<file path="config.mk">
export PLATFORM = sky130hd
export DESIGN_NAME = flt_reduce
export DESIGN_NICKNAME = d
export VERILOG_FILES = /design/src/rtl/flt_reduce.sv
export SDC_FILE = /design/constraint.sdc
export NUM_CORES = 1
export LEC_CHECK = 0
export ABC_AREA = 1
export BUFFER_PORTS_ARGS = -buffer_cell sky130_fd_sc_hd__buf_4
export CAP_MARGIN = 20
export CORE_ASPECT_RATIO = 0.8
export CORE_UTILIZATION = 44
export DETAILED_ROUTE_END_ITERATION = 8
export GPL_TIMING_DRIVEN = 0
export PLACE_DENSITY_LB_ADDON = 0.12
export SLEW_MARGIN = 20
export SYNTH_ARGS = -nofsm -noshare
export SYNTH_HDL_FRONTEND = slang
export SYNTH_SLANG_ARGS = --single-unit
</file>
<file path="constraint.sdc">
create_clock -name clk -period 5.5 [get_ports clk]
set_input_delay 1.1 -clock clk [delete_from_list [all_inputs] [get_ports clk]]
set_output_delay 1.1 -clock clk [all_outputs]
set_load 0.01 [all_outputs]
</file>
<file path="src/rtl/flt_reduce.sv">
// Streaming FP32 min/max reducer: folds one element per cycle and presents min, max, count and NaN flag per packet.
// Optional FLT_REDUCE_ARGIDX_EN adds out_min_idx/out_max_idx giving the packet position of the selected elements.
//
// state   | meaning
// S_EMPTY | no non-NaN element held yet for the current packet
// S_ACC   | min/max registers hold valid data
// S_DONE  | result presented, waiting for out_ready
module flt_reduce #(
  parameter int CNT_W = 16
) (
  input  logic             clk,
  input  logic             rst,
  input  logic             in_valid,
  output logic             in_ready,
  input  logic [31:0]      in_data,
  input  logic             in_last,
  output logic             out_valid,
  input  logic             out_ready,
  output logic [31:0]      out_min,
  output logic [31:0]      out_max,
  output logic [CNT_W-1:0] out_count,
`ifdef FLT_REDUCE_ARGIDX_EN
  output logic [CNT_W-1:0] out_min_idx,
  output logic [CNT_W-1:0] out_max_idx,
`endif
  output logic             out_nan
);

  localparam logic [31:0]      QNAN    = 32'h7FC0_0000;
  localparam logic [CNT_W-1:0] CNT_ONE = {{(CNT_W-1){1'b0}}, 1'b1};

  typedef enum logic [1:0] {S_EMPTY = 2'd0, S_ACC = 2'd1, S_DONE = 2'd2} state_t;

  state_t           state_q, state_d;
  logic [31:0]      min_q, min_d, max_q, max_d;
  logic [CNT_W-1:0] count_q, count_d;
  logic             nan_q, nan_d;
`ifdef FLT_REDUCE_ARGIDX_EN
  logic [CNT_W-1:0] min_idx_q, min_idx_d, max_idx_q, max_idx_d;
`endif

  logic accept;
  logic in_is_nan;

  function automatic logic is_nan(input logic [31:0] f);
    return (f[30:23] == 8'hFF) && (f[22:0] != 23'd0);
  endfunction

  // Same ordering predicate as the FPU less-than comparator; +0 and -0 are equal.
  function automatic logic lt(input logic [31:0] a, input logic [31:0] b);
    logic res;
    if (is_nan(a) || is_nan(b))
      res = 1'b0;
    else if ((a[30:0] == 31'd0) && (b[30:0] == 31'd0))
      res = 1'b0;
    else if (a[31] != b[31])
      res = a[31];
    else if (!a[31])
      res = a[30:0] < b[30:0];
    else
      res = a[30:0] > b[30:0];
    return res;
  endfunction

  assign accept    = in_valid & in_ready;
  assign in_is_nan = is_nan(in_data);

  always_ff @(posedge clk) begin
    if (rst) state_q <= S_EMPTY;
    else     state_q <= state_d;
  end

  always_comb begin
    state_d = state_q;
    case (state_q)
      S_EMPTY: begin
        if (accept && in_last)         state_d = S_DONE;
        else if (accept && !in_is_nan) state_d = S_ACC;
      end
      S_ACC: begin
        if (accept && in_last) state_d = S_DONE;
      end
      S_DONE: begin
        if (out_ready) state_d = S_EMPTY;
      end
      default: state_d = S_EMPTY;
    endcase
  end

  always_comb begin
    in_ready  = (state_q != S_DONE);
    out_valid = (state_q == S_DONE);
  end

  always_comb begin
    min_d   = min_q;
    max_d   = max_q;
    count_d = count_q;
    nan_d   = nan_q;
`ifdef FLT_REDUCE_ARGIDX_EN
    min_idx_d = min_idx_q;
    max_idx_d = max_idx_q;
`endif
    if (accept) begin
      if (count_q != {CNT_W{1'b1}}) count_d = count_q + CNT_ONE;
      if (in_is_nan) begin
        nan_d = 1'b1;
      end else if (state_q == S_EMPTY) begin
        min_d = in_data;
        max_d = in_data;
`ifdef FLT_REDUCE_ARGIDX_EN
        min_idx_d = count_q;
        max_idx_d = count_q;
`endif
      end else begin
        if (lt(in_data, min_q)) begin
          min_d = in_data;
`ifdef FLT_REDUCE_ARGIDX_EN
          min_idx_d = count_q;
`endif
        end
        if (lt(max_q, in_data)) begin
          max_d = in_data;
`ifdef FLT_REDUCE_ARGIDX_EN
          max_idx_d = count_q;
`endif
        end
      end
    end else if ((state_q == S_DONE) && out_ready) begin
      min_d   = QNAN;
      max_d   = QNAN;
      count_d = '0;
      nan_d   = 1'b0;
`ifdef FLT_REDUCE_ARGIDX_EN
      min_idx_d = '0;
      max_idx_d = '0;
`endif
    end
  end

  always_ff @(posedge clk) begin
    if (rst) begin
      min_q   <= QNAN;
      max_q   <= QNAN;
      count_q <= '0;
      nan_q   <= 1'b0;
`ifdef FLT_REDUCE_ARGIDX_EN
      min_idx_q <= '0;
      max_idx_q <= '0;
`endif
    end else begin
      min_q   <= min_d;
      max_q   <= max_d;
      count_q <= count_d;
      nan_q   <= nan_d;
`ifdef FLT_REDUCE_ARGIDX_EN
      min_idx_q <= min_idx_d;
      max_idx_q <= max_idx_d;
`endif
    end
  end

  assign out_min   = min_q;
  assign out_max   = max_q;
  assign out_count = count_q;
  assign out_nan   = nan_q;
`ifdef FLT_REDUCE_ARGIDX_EN
  assign out_min_idx = min_idx_q;
  assign out_max_idx = max_idx_q;
`endif

endmodule
</file>
==> results.py <==
metrics = {
    "detailed_routing": {
        "antenna_left": 0,
        "vias": 6291,
        "drc": 0,
        "drt_wl_total_um": 18600,
        "drt_first_pass_iters": 4,
        "wl_per_cell_um": 14.9,
        "dr.first_iter.drc_count": 422,
        "viasPerCell": 5.04,
    },
    "worst_setup_path": {
        "crit_fanout": 10,
        "worstPathArrival_ps": 3230,
        "startpoint_type": "primary input",
        "r2r.worst_path.cells": 19,
        "critPathKind": "in -> reg",
        "end_kind": "flop",
        "required_ps": 5740,
    },
    "timing": {
        "fin_worst_skew_ps": 7.59,
        "setup_violations": 0,
        "clock.fmax_mhz": 334,
        "drv_slew": 0,
        "rsz0062_at_grt": "false",
        "min_period_over_period_pct": 54.4,
        "fin_tns_setup_ps": 0,
        "fin_ws_ps": 2510,
        "maxSlewHeadroom_pct": 54.8,
        "period_needed_ps": 2990,
        "worstMarginPinSlew_ps": 678,
        "hold_viol_final": 0,
    },
    "global_route": {
        "grt.overflow.total": 0,
        "grt_max_degree": 14,
        "grt_pass1_wl_um": 29500,
        "antenna_found_initial": 0,
        "grt_pass1_vias": 5653,
        "grt_use_total_pct": 27.0,
    },
    "yosys": {
        "syn_avg_cell_area_um2": 6.36,
        "synth_seq_cells": 83,
        "ys_types": 37,
        "ys_seq_area_share_pct": 27.8,
        "synthFlopType": "dfxtp_1",
        "synth.net_count": 1040,
        "netlist_instances": 940,
        "synth_area_um2": 5970,
        "synthArstFlopShare_pct": 0,
        "synth_edf_count": 0,
        "yosys_warnings": 0,
    },
    "finish": {
        "drive_gt1_share_pct": 16.8,
        "multi_input_comb_area_um2": 3620,
        "layout_commonest_cell": "nand2_1",
        "final-seq-area_um2": 1660,
        "area_delta_synth_final_pct": 23.7,
        "antenna_cells": 0,
        "nFillCells": 1364,
        "final_cell_mix": "235 x nand2_1, 150 x nor2_1, 122 x inv_1",
        "nets": 1169,
    },
    "cts": {
        "cts_setup_buffers": 0,
        "cts-root-buf": "clkbuf_16",
        "clk_pin_slew_worst_paths_ps": 60,
        "cts_resized": 0,
        "tritoncts": "built",
        "holdBufCountCts": 0,
        "htreeDepth": 3,
        "clkLatencyLatePin_ps": 340,
        "cts_buffers": 9,
        "clock_path_buffers": 2,
        "clock-sinks": 83,
    },
    "power": {
        "p_leak_uw": 0.00387,
        "max-vdd-ir-drop_mv": 0.176,
        "p_seq_share_pct": 32.4,
        "comb_power_share_pct": 41.9,
        "power-per-cell-area_nw_per_um2": 339,
        "clkPwrFrac_pct": 25.6,
        "power_uw": 2510,
        "internal-power_uw": 1510,
        "p_switching_uw": 992,
        "power_switching_share_pct": 39.6,
    },
    "die": {
        "dieArea_um2": 14100,
        "coreArea_um2": 13100,
        "fp.dieH_um": 106,
        "rows": 37,
        "die_w_um": 132,
        "ioPinCount": 120,
        "start_util_pct": 45.8,
    },
    "job": {
        "max_cap_viol_count": 0,
    },
    "place": {
        "io_buffers": 118,
        "dp_slack_ps": 2220,
        "place.gp.congestion": 0.925,
        "post-dp-hpwl_um": 14700,
    },
    "worst_hold_path": {
        "hp-class": "reg -> reg",
        "whs_path_depth": 2,
    },
    "outcome": {
        "status": "complete, no violations",
    },
}
-- power groups by stage --
| stage | clock, uW | combinational, uW | sequential (uW) |
|---|---|---|---|
| floorplan | 0 | 635 | 834 |
| global placement | 0 | 1020 | 824 |
| detailed placement | 0 | 1030 | 823 |
| CTS | 651 | 1040 | 811 |
| global route | 677 | 1190 | 826 |
| finish | 643 | 1050 | 813 |
-- Yosys cell counts (8+ instances only) --
library cell	n	area [um^2]
a21oi_1	70	350
buf_2	9	45.0
buf_6	10	113
clkbuf_1	8	30.0
dfxtp_1	83	1660
ha_1	63	788
inv_1	122	458
nand2_1	235	882
nand2_2	8	50.1
nand3_1	114	571
nand4_1	16	100
nor2_1	150	563
-- cell families after synthesis --
family,share of synthesized area [%]
compound gates,7.94
xor+xnor,0.586
fa+ha+maj,13.2
buf+inv,11.6
flops,27.8
simple gates,38.9
-- registers in the layout (all words and copies together), names as in the netlist --
register,cells
out_max,32
state_q,2
out_nan,1
out_min,32
out_count,16
-- layer usage --
metal,vias up,share of wire (%),track usage [%]
met2,219,40,38.7
met4,0,1.3,6.90
li1,3270,-,-
met3,17,7.3,4.05
met1,2785,51,41.3
met5,-,0,0
-- path summary, 6_finish.rpt --
kind | from | endpoint | slack [ps]
max | in_data[4] | out_max[21] | 2510
min | out_count[8] | out_count[8] | 490
max reg2reg | out_min[14] | out_min[18] | 3050
min reg2reg | out_count[8] | out_count[8] | 490
-- worst max-delay path, stage by stage --
cell and delay, ps:
buf_4 110, inv_1 130, nand3_1 90, nor2_1 280, nand3_1 150, nand2_1 220, nand2_1 130, nand2_2 150
buf_4 220, buf_2 300, nand3_1 190, nand2_1 100, nor2_1 40
-- per-stage QoR --
step	area, um^2	utilization, %	hold slack [ps]	cells
2_1_floorplan	5970	-	448	940
3_3_place_gp	7080	54.2	473	1233
3_5_place_dp	7080	54.2	476	1233
4_1_cts	7390	56.6	487	1249
5_1_grt	7390	56.6	516	1249
6_report	7390	56.6	493	1249
-- area by class of cell --
type,instances,area share [%]
Clock inverter,4,0.643
Inverter,126,6.45
Timing Repair Buffer,118,12.0
Clock buffer,12,3.60
Buffer,33,2.89
Multi-Input combinational cell,698,49.0
Sequential cell,83,22.5
Tap cell,175,2.96
No activity file was read; power rests on OpenSTA's default activity.
